$ cat config.mk
export PLATFORM = sky130hd
export DESIGN_NAME = countdown_timer
export DESIGN_NICKNAME = d
export VERILOG_FILES = /design/src/rtl/countdown_timer_pkg.sv /design/src/rtl/countdown_timer_dec_unit.sv /design/src/rtl/countdown_timer.sv
export SDC_FILE = /design/constraint.sdc
export NUM_CORES = 1
export LEC_CHECK = 0
export CORE_ASPECT_RATIO = 0.6
export CORE_MARGIN = 1
export CORE_UTILIZATION = 40
export CTS_CLUSTER_SIZE = 28
export DETAILED_ROUTE_END_ITERATION = 7
export PLACE_DENSITY = 0.72
export SKIP_LAST_GASP = 1
export SLEW_MARGIN = 20
export SYNTH_ARGS = -nofsm -noshare
export SYNTH_HDL_FRONTEND = slang
export SYNTH_HIERARCHICAL = 1
export SYNTH_SLANG_ARGS = --single-unit
$ cat constraint.sdc
create_clock -name clk -period 5.45 [get_ports clk]
set_clock_uncertainty 0.15 [all_clocks]
set_input_delay 1.3625 -clock clk [delete_from_list [all_inputs] [get_ports clk]]
set_output_delay 1.3625 -clock clk [all_outputs]
set_load 0.01 [all_outputs]
$ cat src/rtl/countdown_timer_pkg.sv
// Shared constants for the interval timer: state encoding and default widths
// matching the CPU word.
package countdown_timer_pkg;

  localparam int CPU_WORD_W       = 20;
  localparam int TIMER_PRESCALE_W = 8;

  typedef enum logic [1:0] {
    ST_IDLE = 2'd0,
    ST_RUN  = 2'd1,
    ST_DONE = 2'd2
  } state_e;

endpackage

$ cat src/rtl/countdown_timer_dec_unit.sv
// Combinational WIDTH-bit decrement with borrow out; borrow is set only when
// the input is zero, i.e. the result wrapped to all-ones.
module dec_unit #(
  parameter int WIDTH = 20
) (
  input  logic [WIDTH-1:0] value_i,
  output logic [WIDTH-1:0] diff_o,
  output logic             borrow_o
);

  // The extra top bit of the widened subtraction is the borrow.
  assign {borrow_o, diff_o} = {1'b0, value_i} - {{WIDTH{1'b0}}, 1'b1};

endmodule

$ cat src/rtl/countdown_timer.sv
// Prescaled down-counter timer with load/start/stop strobes, one-shot or
// auto-reload operation and a one-cycle expiry pulse.
module countdown_timer
  import countdown_timer_pkg::*;
#(
  parameter int WIDTH      = CPU_WORD_W,
  parameter int PRESCALE_W = TIMER_PRESCALE_W
) (
  input  logic                  clk,
  input  logic                  rst,
  input  logic                  load,
  input  logic [WIDTH-1:0]      load_value,
  input  logic [PRESCALE_W-1:0] prescale,
  input  logic                  start,
  input  logic                  stop,
  input  logic                  auto_reload,
  output logic [WIDTH-1:0]      count,
  output logic                  running,
  output logic                  done,
  output logic                  expired
);

  state_e                state_q;
  logic [WIDTH-1:0]      count_q;
  logic [WIDTH-1:0]      reload_q;
  logic [PRESCALE_W-1:0] p_q;
  logic [PRESCALE_W-1:0] pre_q;
  logic                  running_q;
  logic                  done_q;
  logic                  expired_q;

  logic [WIDTH-1:0]      dec_value;
  logic                  dec_borrow;

  dec_unit #(.WIDTH(WIDTH)) u_dec (
    .value_i  (count_q),
    .diff_o   (dec_value),
    .borrow_o (dec_borrow)
  );

  // Priority per edge: rst > load > stop > start > prescaler tick.
  always_ff @(posedge clk) begin
    if (rst) begin
      state_q   <= ST_IDLE;
      count_q   <= '0;
      reload_q  <= '0;
      p_q       <= '0;
      pre_q     <= '0;
      running_q <= 1'b0;
      done_q    <= 1'b0;
      expired_q <= 1'b0;
    end else begin
      expired_q <= 1'b0;
      if (load) begin
        // State is untouched, so a load while running restarts the period.
        count_q  <= load_value;
        reload_q <= load_value;
        pre_q    <= '0;
      end else if (stop) begin
        state_q   <= ST_IDLE;
        running_q <= 1'b0;
        done_q    <= 1'b0;
        pre_q     <= '0;
      end else if (start && (state_q != ST_RUN)) begin
        state_q   <= ST_RUN;
        running_q <= 1'b1;
        done_q    <= 1'b0;
        p_q       <= prescale;
        pre_q     <= '0;
      end else if (state_q == ST_RUN) begin
        if (pre_q == p_q) begin
          pre_q <= '0;
          if (!dec_borrow) begin
            count_q <= dec_value;
          end else begin
            // Borrow out of zero is the expiry; the wrapped value is never kept.
            expired_q <= 1'b1;
            if (auto_reload) begin
              count_q <= reload_q;
            end else begin
              state_q   <= ST_DONE;
              running_q <= 1'b0;
              done_q    <= 1'b1;
            end
          end
        end else begin
          pre_q <= pre_q + {{(PRESCALE_W-1){1'b0}}, 1'b1};
        end
      end
    end
  end

  assign count   = count_q;
  assign running = running_q;
  assign done    = done_q;
  assign expired = expired_q;

endmodule
==> Word-level counts from Yosys, hierarchy flattened <==
Cells that the tools add are included.
W data, S select, Z words.
{ "classes": {"n_addsub": 2, "eq_ne": 7, "mux": 27, "n_bitwise": 4, "reduce_logical": 11} }
{ "ops": {"columns": ["op", "count"], "rows": [
  ["$mux W20", 7],
  ["$sub A20 B1 Y21 const B", 1],
  ["$mux W1", 13],
  ["$mux W2", 6],
  ["$reduce_and A5 Y1", 2],
  ["$reduce_bool A3 Y1", 3],
  ["$add A8 B1 Y8 const B", 1],
  ["$eq A8 B8 Y1", 1],
  ["$mux W8", 1],
  ["$reduce_or A6 Y1", 1],
  ["$ne A2 B2 Y1 const B", 2],
  ["$not A1 Y1", 4],
  ["$reduce_bool A2 Y1", 2],
  ["$reduce_or A4 Y1", 1],
  ["$ne A3 B2 Y1 const B", 1],
  ["$ne A3 B3 Y1 const B", 1],
  ["$reduce_and A3 Y1", 1],
  ["$eq A2 B1 Y1 const B", 1],
  ["$ne A2 B1 Y1 const B", 1],
  ["$logic_and A1 B1 Y1", 1]
]} }
{ "totals": {"ff_bits": 61, "input_bits": 34, "out_inout_bits": 23, "elab_cells": 59} }

==> Depth between registers and ports, before layout <==
Gate-level depths: netlist (run 1).
{ "depth": {"depth_word": 7, "mapped_depth": 9, "ltp_nobuf": 8} }

==> Hierarchy <==
The synthesis (run 1) kept the hierarchy.
{ "modules_own_cells": {"columns": ["mod", "instances", "cells_each", "area_each_um2", "seq_area_each_um2"], "rows": [
  ["countdown_timer", 1, 323, 2925.3, 1181.1],
  ["dec_unit", 1, 51, 384.1, 0.0]
]} }

==> Worst setup path before layout (run 1) <==
OpenSTA, ideal clock, no wires.
{ "synth_path": {"path_kind": "input to register", "from": "input load", "to": "register count_q[5] (netlist: count[5])", "arrival_ns": 2.384, "t_required_ns": 5.213, "slack_ns": 2.829, "path_stages": 6, "n_path_buf": 1, "path_cell_list": "nand2b_1 o22ai_1 nor4b_4 buf_2 a21o_1 a221oi_2"} }
{ "synth_between": {"elab_chain_len": 2, "elab_cells_between_ends": 7} }
{ "synth_rtl": {"columns": ["item", "line", "source"], "rows": [
  ["from (decl)", "countdown_timer.sv:11", "input logic load,"],
  ["$ne A3 B3 Y1 (no source line), or another cell as far along", null, null],
  ["$reduce_and A5 Y1 (no source line)", null, null],
  ["to (signal assigned)", "countdown_timer.sv:56", "count_q <= load_value;"],
  ["to (signal assigned)", "countdown_timer.sv:74", "count_q <= dec_value;"],
  ["to (signal assigned)", "countdown_timer.sv:79", "count_q <= reload_q;"],
  ["to (decl)", "countdown_timer.sv:24", "logic [WIDTH-1:0] count_q;"]
]} }
Parallel ways exist; a longest one is shown, timed or not.
A chain may end at the register's enable or synchronous reset.

==> Final worst setup path (run 1) <==
{ "layout_path": {"from": "input load", "to": "register count_q[18] (netlist: count[18])"} }
The elaborated chain is that of the path after synthesis.

==> impl_metrics.py, run 1 <==
metrics = {
    "sta": {
        "maxSlewViolCount": 0,
        "setup_tns_ps": 0,
        "hold_viol_final": 0,
        "min_period_ps": 3450,
        "rsz0062_at_grt": "false",
        "clock.fmax_mhz": 290,
        "fin_crit_sh_pct": 63.3,
        "slew_headroom_pct": 40.5,
        "setup_viol": 0,
        "worst_pin_slew_ps": 889,
    },
    "global_route": {
        "grtUsageTotal_pct": 18.8,
        "antenna_found_initial": 0,
        "grt_pass1_vias": 2676,
        "grt_start_max_net_pins": 87,
        "grt_first_pass_wirelength_mm": 12.8,
        "overflow": 0,
    },
    "route": {
        "vias": 2823,
        "postRouteAntennaNets": 0,
        "top_layer": "met4",
        "drtPass1Iterations": 4,
        "drt-met1-wl_mm": 4.12,
        "wl_per_cell_um": 14.7,
        "drt_wl_total_mm": 7.79,
        "drt_iter0_markers": 208,
        "met3WireLength_um": 344,
        "wl_met2_mm": 3.24,
        "vias_per_cell": 5.32,
        "route.detailed.drc": 0,
    },
    "status": {
        "outcome": "completed",
    },
    "finish": {
        "final_cells": 531,
        "final_common_cell": "dfxtp_1",
        "syn_to_final_growth_pct": 28.5,
        "final_layout_size_suffix_gt1_share_pct": 13.5,
        "n_antenna_cell": 0,
        "finalNetCount": 454,
        "final_cell_mix": "dfxtp_1, clkdlybuf4s50_1, a21oi_1",
    },
    "die": {
        "dieArea_sq_um": 8650,
        "io_pins": 57,
        "core_sq_um": 7950,
        "start_util_pct": 41.7,
        "num_rows": 25,
        "die_w_um": 119,
        "die_h_um": 72.5,
    },
    "setup_path": {
        "timing.rr.end": "count[19]",
        "r2r_cells": 8,
        "path_cells": "buf_2 > buf_4 > nand2b_1 > o22ai_1 > nor4b_4 > buf_4 > nand2_1 > buf_4 > a221oi_2",
        "max_stage_delay_ps": 570,
        "crit_fanout": 86,
        "timing.critical_path.buf_inv": 4,
        "arrival_ps": 3540,
        "startpoint_type": "input pin",
        "slowest_stage": "buf_4",
        "cp.required_ps": 5540,
        "reg2reg_from": "count[9]",
        "crit_family": "buffers and inverters",
        "crit_type": "input pin to register",
        "critPathCaptureType": "register",
        "reg2reg_slack_ps": 2430,
        "path_common_cell": "buf_4",
    },
    "clock_tree": {
        "cts_setup_buffers": 0,
        "cts_max_level": 3,
        "clkSlewWorstSetupHoldPaths_ps": 50,
        "cts_num_sinks": 59,
        "root_buffer": "clkbuf_16",
        "cts_tree": "yes",
        "clk_latency_ps": 330,
        "clock_path_buffers": 2,
        "cts_buffers": 9,
        "hold_buffers": 0,
        "cts_resized": 0,
    },
    "worst_hold_path": {
        "min_to": "reload_q[9]",
        "hold_path_depth": 2,
        "hold_path.class": "register to register",
        "hp-start": "reload_q[9]",
    },
    "power": {
        "worst_ir_drop_vdd_mv": 0.156,
        "leakage_uw": 0.00168,
        "powerDensity_nw_per_um2": 311,
    },
    "placement": {
        "dp_cells": 515,
        "routabilityCongestion": 0.779,
        "numPortBuffers": 56,
        "dpl.hpwl_mm": 5.19,
    },
    "synth": {
        "synth_area_sq_um": 3310,
        "avgSynthCellArea_sq_um": 8.85,
        "synthesis.nets": 410,
        "syn_inst": 374,
        "yosys_warnings": 6,
        "synth_cell_type_count": 44,
        "ys_seq_area_share_pct": 35.7,
        "ys_ff_latch": 59,
    },
    "flow_run": {
        "drv_cap": 0,
    },
}
[sequential cells by signal (all words and copies together), names as in the netlist]
register / cells
reload_q: 20
count: 20
expired: 1
state_q: 2
p_q: 8
pre_q: 8
[cell type report]
| cell class | instances | area, sq um |
|---|---|---|
| clock inverter | 6 | 88.8 |
| fill | 722 | 3690 |
| sequential | 59 | 1180 |
| tap | 108 | 135 |
| clock buffer | 10 | 239 |
| multi-input combinational | 283 | 2010 |
| inverter | 4 | 15.0 |
| timing repair buffer | 61 | 588 |
[power by group]
part / switching, uW / internal (uW)
sequential: 20.4 / 451
clock: 202 / 412
combinational: 127 / 110
[stage by stage]
stage	worst slack (ps)	total power (uW)	hold WS, ps	cell area [sq um]	util [%]
final	2000	1320	316	4250	53.5
after detailed placement	1670	713	307	3920	49.3
after global routing	1810	1380	331	4250	53.5
after CTS	2000	1330	317	4240	53.4
after floorplan	2830	636	295	3310	-
after global placement	1730	708	303	3920	49.3
[synth_stat cells (all sizes together)]
cell | n | area share, %
nor3 | 10 | 2.2
nor2 | 26 | 3.0
nand2b | 24 | 4.8
or4 | 1 | 0.34
nor2b | 1 | 0.19
inv | 4 | 0.45
a31o | 1 | 0.26
or2 | 1 | 0.19
a31oi | 1 | 0.19
nor4 | 4 | 1.1
ha | 2 | 0.76
nand4b | 1 | 0.72
mux2i | 8 | 2.4
dfxtp | 59 | 36
xor2 | 27 | 7.1
o22ai | 1 | 0.19
and3 | 1 | 0.19
buf | 5 | 1.1
and4 | 2 | 0.53
nor3b | 1 | 0.23
o31ai | 1 | 0.23
a21bo | 1 | 0.30
xnor2 | 5 | 1.3
o21ai | 21 | 3.2
a21oi | 43 | 6.5
nand3b | 20 | 4.5
clkbuf | 23 | 2.6
a21o | 20 | 4.5
nand2 | 28 | 3.2
a2111oi | 1 | 0.26
nor4b | 2 | 0.98
nand4 | 2 | 0.38
a221oi | 20 | 9.1
nand3 | 6 | 1.1
or3 | 1 | 0.19
[routing by layer]
layer	vias to the layer above	track usage [%]
met1	1330	25.9
li1	1432	-
met5	-	0
met4	0	5.69
met3	7	5.82
met2	54	28.1
[logic make-up after synthesis]
group	synth area share [%]
AOI/OAI and AO/OA	24.7
xor gates and xnor gates	8.47
muxes	2.42
and+or+nand+nor	23.8
DFF	35.7
adders and majority gates	0.756
buffers and inverters	4.16
[tightest hold or removal path, cell delays in order (launching register included)]
cell      delay, ps
dfxtp_1         300
nand2b_1         60
a21oi_1          60
[how the worst max path moves through the flow]
| stage | from | to | cells after the start |
|---|---|---|---|
| final | load | count[18] | 9 |
| after global routing | load | count[19] | 9 |
| after CTS | load | count[18] | 9 |
| after detailed placement | load | count[18] | 9 |
| after global placement | load | count[12] | 9 |
| after floorplan | load | count[5] | 6 |
(Power assumes the default switching activity.)
==> run 2: changes to the inputs <==
Clock period 5.45 ns to 3.4 ns, I/O delays scaled along.
==> run 2 against run 1 <==
Core utilization shrank 0.76 points. Critical path depth shrank 1. Register-to-register slack lost 1600 ps. Hold slack lost 1.9 ps. Final cell count grew 0.38%. Via count grew 0.74%. Power grew 46%. Final area shrank 1.4%. Non-clock buffer count grew 2.
==> impl_metrics.py, run 2 (synthesized netlist as in run 1, its figures left out) <==
metrics = {
    "setup_path": {
        "cp.required_ps": 3430,
        "arrival_ps": 2650,
        "reg2reg_slack_ps": 780,
        "timing.rr.end": "count[14]",
        "startpoint_type": "register",
        "reg2reg_from": "count[9]",
        "crit_fanout": 30,
        "critPathCaptureType": "register",
        "crit_type": "register to register",
        "r2r_cells": 8,
        "slowest_stage": "dfxtp_1",
        "crit_end": "count[14]",
        "path_cells": "nor3_1 > nand3_1 > nor4_2 > buf_4 > nand2b_1 > nand2_1 > buf_4 > a221oi_2",
        "path_common_cell": "buf_4",
        "crit_start": "count[9]",
        "max_stage_delay_ps": 370,
    },
    "finish": {
        "finalNetCount": 456,
        "n_fill_cell": 764,
        "final_cells": 533,
        "finalCoreUtilization_pct": 52.8,
        "n_antenna_cell": 0,
        "final_cell_mix": "dfxtp_1, clkdlybuf4s50_1, a21oi_1",
        "multi_input_area_sq_um": 2000,
        "regArea_sq_um": 1180,
        "final_layout_size_suffix_gt1_share_pct": 13.6,
        "final_common_cell": "dfxtp_1",
        "syn_to_final_growth_pct": 26.7,
    },
    "clock_tree": {
        "clk_latency_ps": 330,
        "cts_setup_buffers": 0,
        "cts_tree": "yes",
        "clkSlewWorstSetupHoldPaths_ps": 50,
        "root_buffer": "clkbuf_16",
        "hold_buffers": 0,
        "cts_resized": 0,
        "cts_buffers": 9,
        "cts_num_sinks": 59,
        "clock_path_buffers": 2,
        "cts_max_level": 3,
    },
    "sta": {
        "fin_crit_sh_pct": 77.0,
        "hold_viol_final": 0,
        "setup_viol": 0,
        "rsz0062_at_grt": "false",
        "slew_headroom_pct": 51.5,
        "clock.fmax_mhz": 382,
        "worst_pin_slew_ps": 727,
        "setup_tns_ps": 0,
        "min_period_ps": 2620,
        "finalWorstSetupSlack_ps": 781,
        "maxSlewViolCount": 0,
    },
    "global_route": {
        "grt_pass1_vias": 2741,
        "overflow": 0,
        "grt_first_pass_wirelength_mm": 13.4,
        "grtUsageTotal_pct": 19.8,
        "grt_start_max_net_pins": 83,
        "antenna_found_initial": 0,
    },
    "route": {
        "vias_per_cell": 5.34,
        "drt_wl_total_mm": 8.02,
        "wl_per_cell_um": 15.0,
        "postRouteAntennaNets": 0,
        "drtPass1Iterations": 4,
        "route.detailed.drc": 0,
        "drt_iter0_markers": 236,
        "vias": 2844,
    },
    "status": {
        "outcome": "completed",
    },
    "power": {
        "leakage_uw": 0.00167,
        "total_power_uw": 1930,
        "powerDensity_nw_per_um2": 461,
        "worst_ir_drop_vdd_mv": 0.252,
    },
    "die": {
        "io_pins": 57,
        "dieArea_sq_um": 8650,
        "die_h_um": 72.5,
        "die_w_um": 119,
        "core_sq_um": 7950,
        "num_rows": 25,
        "start_util_pct": 41.7,
    },
    "placement": {
        "dp_cells": 517,
        "routabilityCongestion": 0.772,
        "numPortBuffers": 56,
        "dp_slack_ps": 644,
        "dpl.hpwl_mm": 5.36,
    },
    "worst_hold_path": {
        "hold_path.class": "register to register",
    },
    "flow_run": {
        "drv_cap": 0,
    },
}
==> run 2: cell count changes in the layout (fill, tap and decap cells not counted) <==
cell / previous run / this run
clkbuf_1: 0 / 1
buf_4: 5 / 7
bufinv_16: 2 / 0
nor4_2: 2 / 3
clkinv_2: 1 / 5
nor4_4: 1 / 0
clkinv_4: 1 / 0
clkbuf_8: 1 / 0
clkinvlp_4: 2 / 1
==> run 2: how the worst min path moves through the flow <==
stage,from,end,slack [ps],cells past startpoint
3_3_place_gp,reload_q[19],reload_q[19],300,2
5_1_grt,reload_q[1],reload_q[1],330,2
3_5_place_dp,reload_q[8],reload_q[8],310,2
4_1_cts,reload_q[8],reload_q[8],320,2
6_report,reload_q[4],reload_q[4],310,2
2_1_floorplan,reload_q[0],reload_q[0],290,2
==> run 2: per-stage QoR <==
stage	hold WS [ps]	instance area, sq um
after floorplan	295	3310
after global placement	304	3930
after detailed placement	307	3930
after CTS	316	4190
after global routing	330	4190
final	314	4190
==> run 2: worst max-delay path: cells and delay by family, from the launching register on <==
| kind | cells | cell delay, ps |
|---|---|---|
| and+or+nand+nor | 5 | 1120 |
| buffers and inverters | 2 | 700 |
| DFF | 1 | 370 |
| AOI/OAI and AO/OA | 1 | 110 |
==> run 2: area by class of cell <==
| class | count | share of cell area [%] |
|---|---|---|
| clock buffer | 10 | 5.46 |
| tap | 108 | 3.22 |
| inverter | 4 | 0.358 |
| sequential | 59 | 28.2 |
| timing repair buffer | 63 | 14.4 |
| clock inverter | 6 | 0.776 |
| multi-input combinational | 283 | 47.6 |
==> run 2: power breakdown <==
part           internal [uW]  switching (uW)
clock network            485             315
logic                    178             200
registers                724            32.8
==> run 2: metal layers <==
layer / vias to the layer above / global-route usage (%) / wire [um]
met1: 1347 / 26.5 / 3970
met4: 0 / 7.36 / 113
li1: 1429 / - / -
met3: 9 / 5.58 / 380
met2: 59 / 30.6 / 3560
met5: - / 0 / 0
==> run 3: changes to the inputs <==
Clock period 3.4 ns to 2.6 ns, I/O delays scaled along.
==> run 3 against run 2 <==
Sequential share of layout area shrank 1.1 points. Clock power grew 57%. Clock-buffer cell count shrank 1. Fmax grew 7.8%. First-iteration DRC count shrank 13%. Largest cell class unchanged.
==> impl_metrics.py, run 3 (synthesized netlist as in run 1, its figures left out) <==
metrics = {
    "status": {
        "outcome": "completed",
    },
    "global_route": {
        "grt_pass1_vias": 2858,
        "grt_start_max_net_pins": 83,
        "overflow": 0,
        "grt_first_pass_wirelength_mm": 14.1,
        "antenna_found_initial": 0,
        "grtUsageTotal_pct": 21.0,
    },
    "sta": {
        "worst_pin_slew_ps": 726,
        "maxSlewViolCount": 0,
        "finalWorstSetupSlack_ps": 171,
        "slew_headroom_pct": 51.6,
        "setup_tns_ps": 0,
        "setup_viol": 0,
        "hold_slack_ps": 314,
        "hold_viol_final": 0,
        "rsz0062_at_grt": "false",
        "min_period_ps": 2430,
        "clock.fmax_mhz": 412,
        "fin_crit_sh_pct": 93.4,
    },
    "worst_hold_path": {
        "hp-start": "reload_q[4]",
        "min_to": "reload_q[4]",
        "hold_path_depth": 2,
        "hold_path.class": "register to register",
    },
    "clock_tree": {
        "cts_tree": "yes",
        "clock_path_buffers": 2,
        "cts_resized": 0,
        "clkSlewWorstSetupHoldPaths_ps": 50,
        "cts_buffers": 9,
        "hold_buffers": 0,
        "root_buffer": "clkbuf_16",
        "cts_setup_buffers": 0,
        "clk_latency_ps": 330,
        "cts_max_level": 3,
        "cts_num_sinks": 59,
    },
    "placement": {
        "place_area_sq_um": 4050,
        "numPortBuffers": 56,
        "dpl.hpwl_mm": 5.73,
        "routabilityCongestion": 0.796,
        "dp_slack_ps": 65.5,
    },
    "route": {
        "wl_per_cell_um": 15.2,
        "vias_per_cell": 5.38,
        "drtPass1Iterations": 5,
        "postRouteAntennaNets": 0,
        "vias": 2930,
        "route.detailed.drc": 0,
        "drt_iter0_markers": 206,
        "drt_wl_total_mm": 8.30,
    },
    "setup_path": {
        "critPathCaptureType": "register",
        "reg2reg_slack_ps": 170,
        "reg2reg_from": "count[16]",
        "startpoint_type": "register",
        "cp.required_ps": 2630,
        "timing.rr.end": "count[2]",
        "max_stage_delay_ps": 400,
        "path_common_cell": "buf_12",
        "slowest_stage": "nor4_2",
        "arrival_ps": 2450,
        "crit_type": "register to register",
        "crit_fanout": 32,
        "r2r_cells": 8,
        "timing.critical_path.buf_inv": 2,
        "crit_family": "simple AND/OR/NAND/NOR gates",
        "path_cells": "or2_1 > or3_1 > nor4_2 > buf_12 > nand2b_1 > nand2_1 > buf_12 > a221oi_2",
    },
    "power": {
        "powerDensity_nw_per_um2": 638,
        "worst_ir_drop_vdd_mv": 0.310,
        "leakage_uw": 0.00175,
    },
    "die": {
        "dieArea_sq_um": 8650,
        "die_h_um": 72.5,
        "io_pins": 57,
        "start_util_pct": 41.7,
        "core_sq_um": 7950,
        "die_w_um": 119,
        "num_rows": 25,
    },
    "finish": {
        "syn_to_final_growth_pct": 31.9,
        "n_antenna_cell": 0,
        "final_cell_mix": "dfxtp_1, clkdlybuf4s50_1, a21oi_1",
        "final_common_cell": "dfxtp_1",
        "final_area_sq_um": 4360,
        "finalNetCount": 468,
        "final_layout_size_suffix_gt1_share_pct": 16.2,
    },
    "flow_run": {
        "drv_cap": 0,
    },
}
run 3: changes by cell type in the layout (fill, tap and decap cells not counted), sizes merged:
cell | previous run | this run
bufinv | 0 | 2
clkinv | 5 | 2
clkinvlp | 1 | 3
clkbuf | 10 | 9
buf | 9 | 21
run 3: through the flow:
| stage | power, uW | utilization (%) | std cells |
|---|---|---|---|
| 6_report | 2780 | 54.9 | 545 |
| 5_1_grt | 2910 | 54.9 | 545 |
| 4_1_cts | 2800 | 54.9 | 545 |
| 3_5_place_dp | 1530 | 50.9 | 529 |
| 3_3_place_gp | 1520 | 50.9 | 529 |
| 2_1_floorplan | 1330 | - | 374 |
run 3: cell type report:
class,instances,area [sq um]
Clock buffer,9,225
Multi-Input combinational cell,283,2000
Clock inverter,7,92.6
Timing Repair Buffer,75,718
Sequential cell,59,1180
Tap cell,108,135
Fill cell,738,3580
Inverter,4,15.0
run 3: how the worst max path moves through the flow:
stage / from / to / cells past startpoint
6_report: count[16] / count[2] / 8
5_1_grt: count[16] / count[2] / 7
4_1_cts: count[16] / count[19] / 8
3_5_place_dp: stop / count[6] / 7
3_3_place_gp: stop / count[5] / 7
2_1_floorplan: count[16] / count[6] / 7
run 3: per-layer routing:
layer | share of wire [%] | global-route usage (%)
met1 | 49 | 28.7
met2 | 44 | 32.8
met3 | 6.7 | 5.27
met4 | 0.67 | 5.97
met5 | 0 | 0
run 3: report_power, final:
group	switching (uW)	total [uW]	internal, uW
registers	36.4	982	946
logic	282	539	257
clock network	430	1260	834
total	748	2780	2040
run 3: worst min-delay path, delay by kind of cell (launching register included):
kind             cells  cell delay, ps
AND/OR/NAND/NOR      1              60
flip-flops           1             300
AO/OA/AOI/OAI        1              60
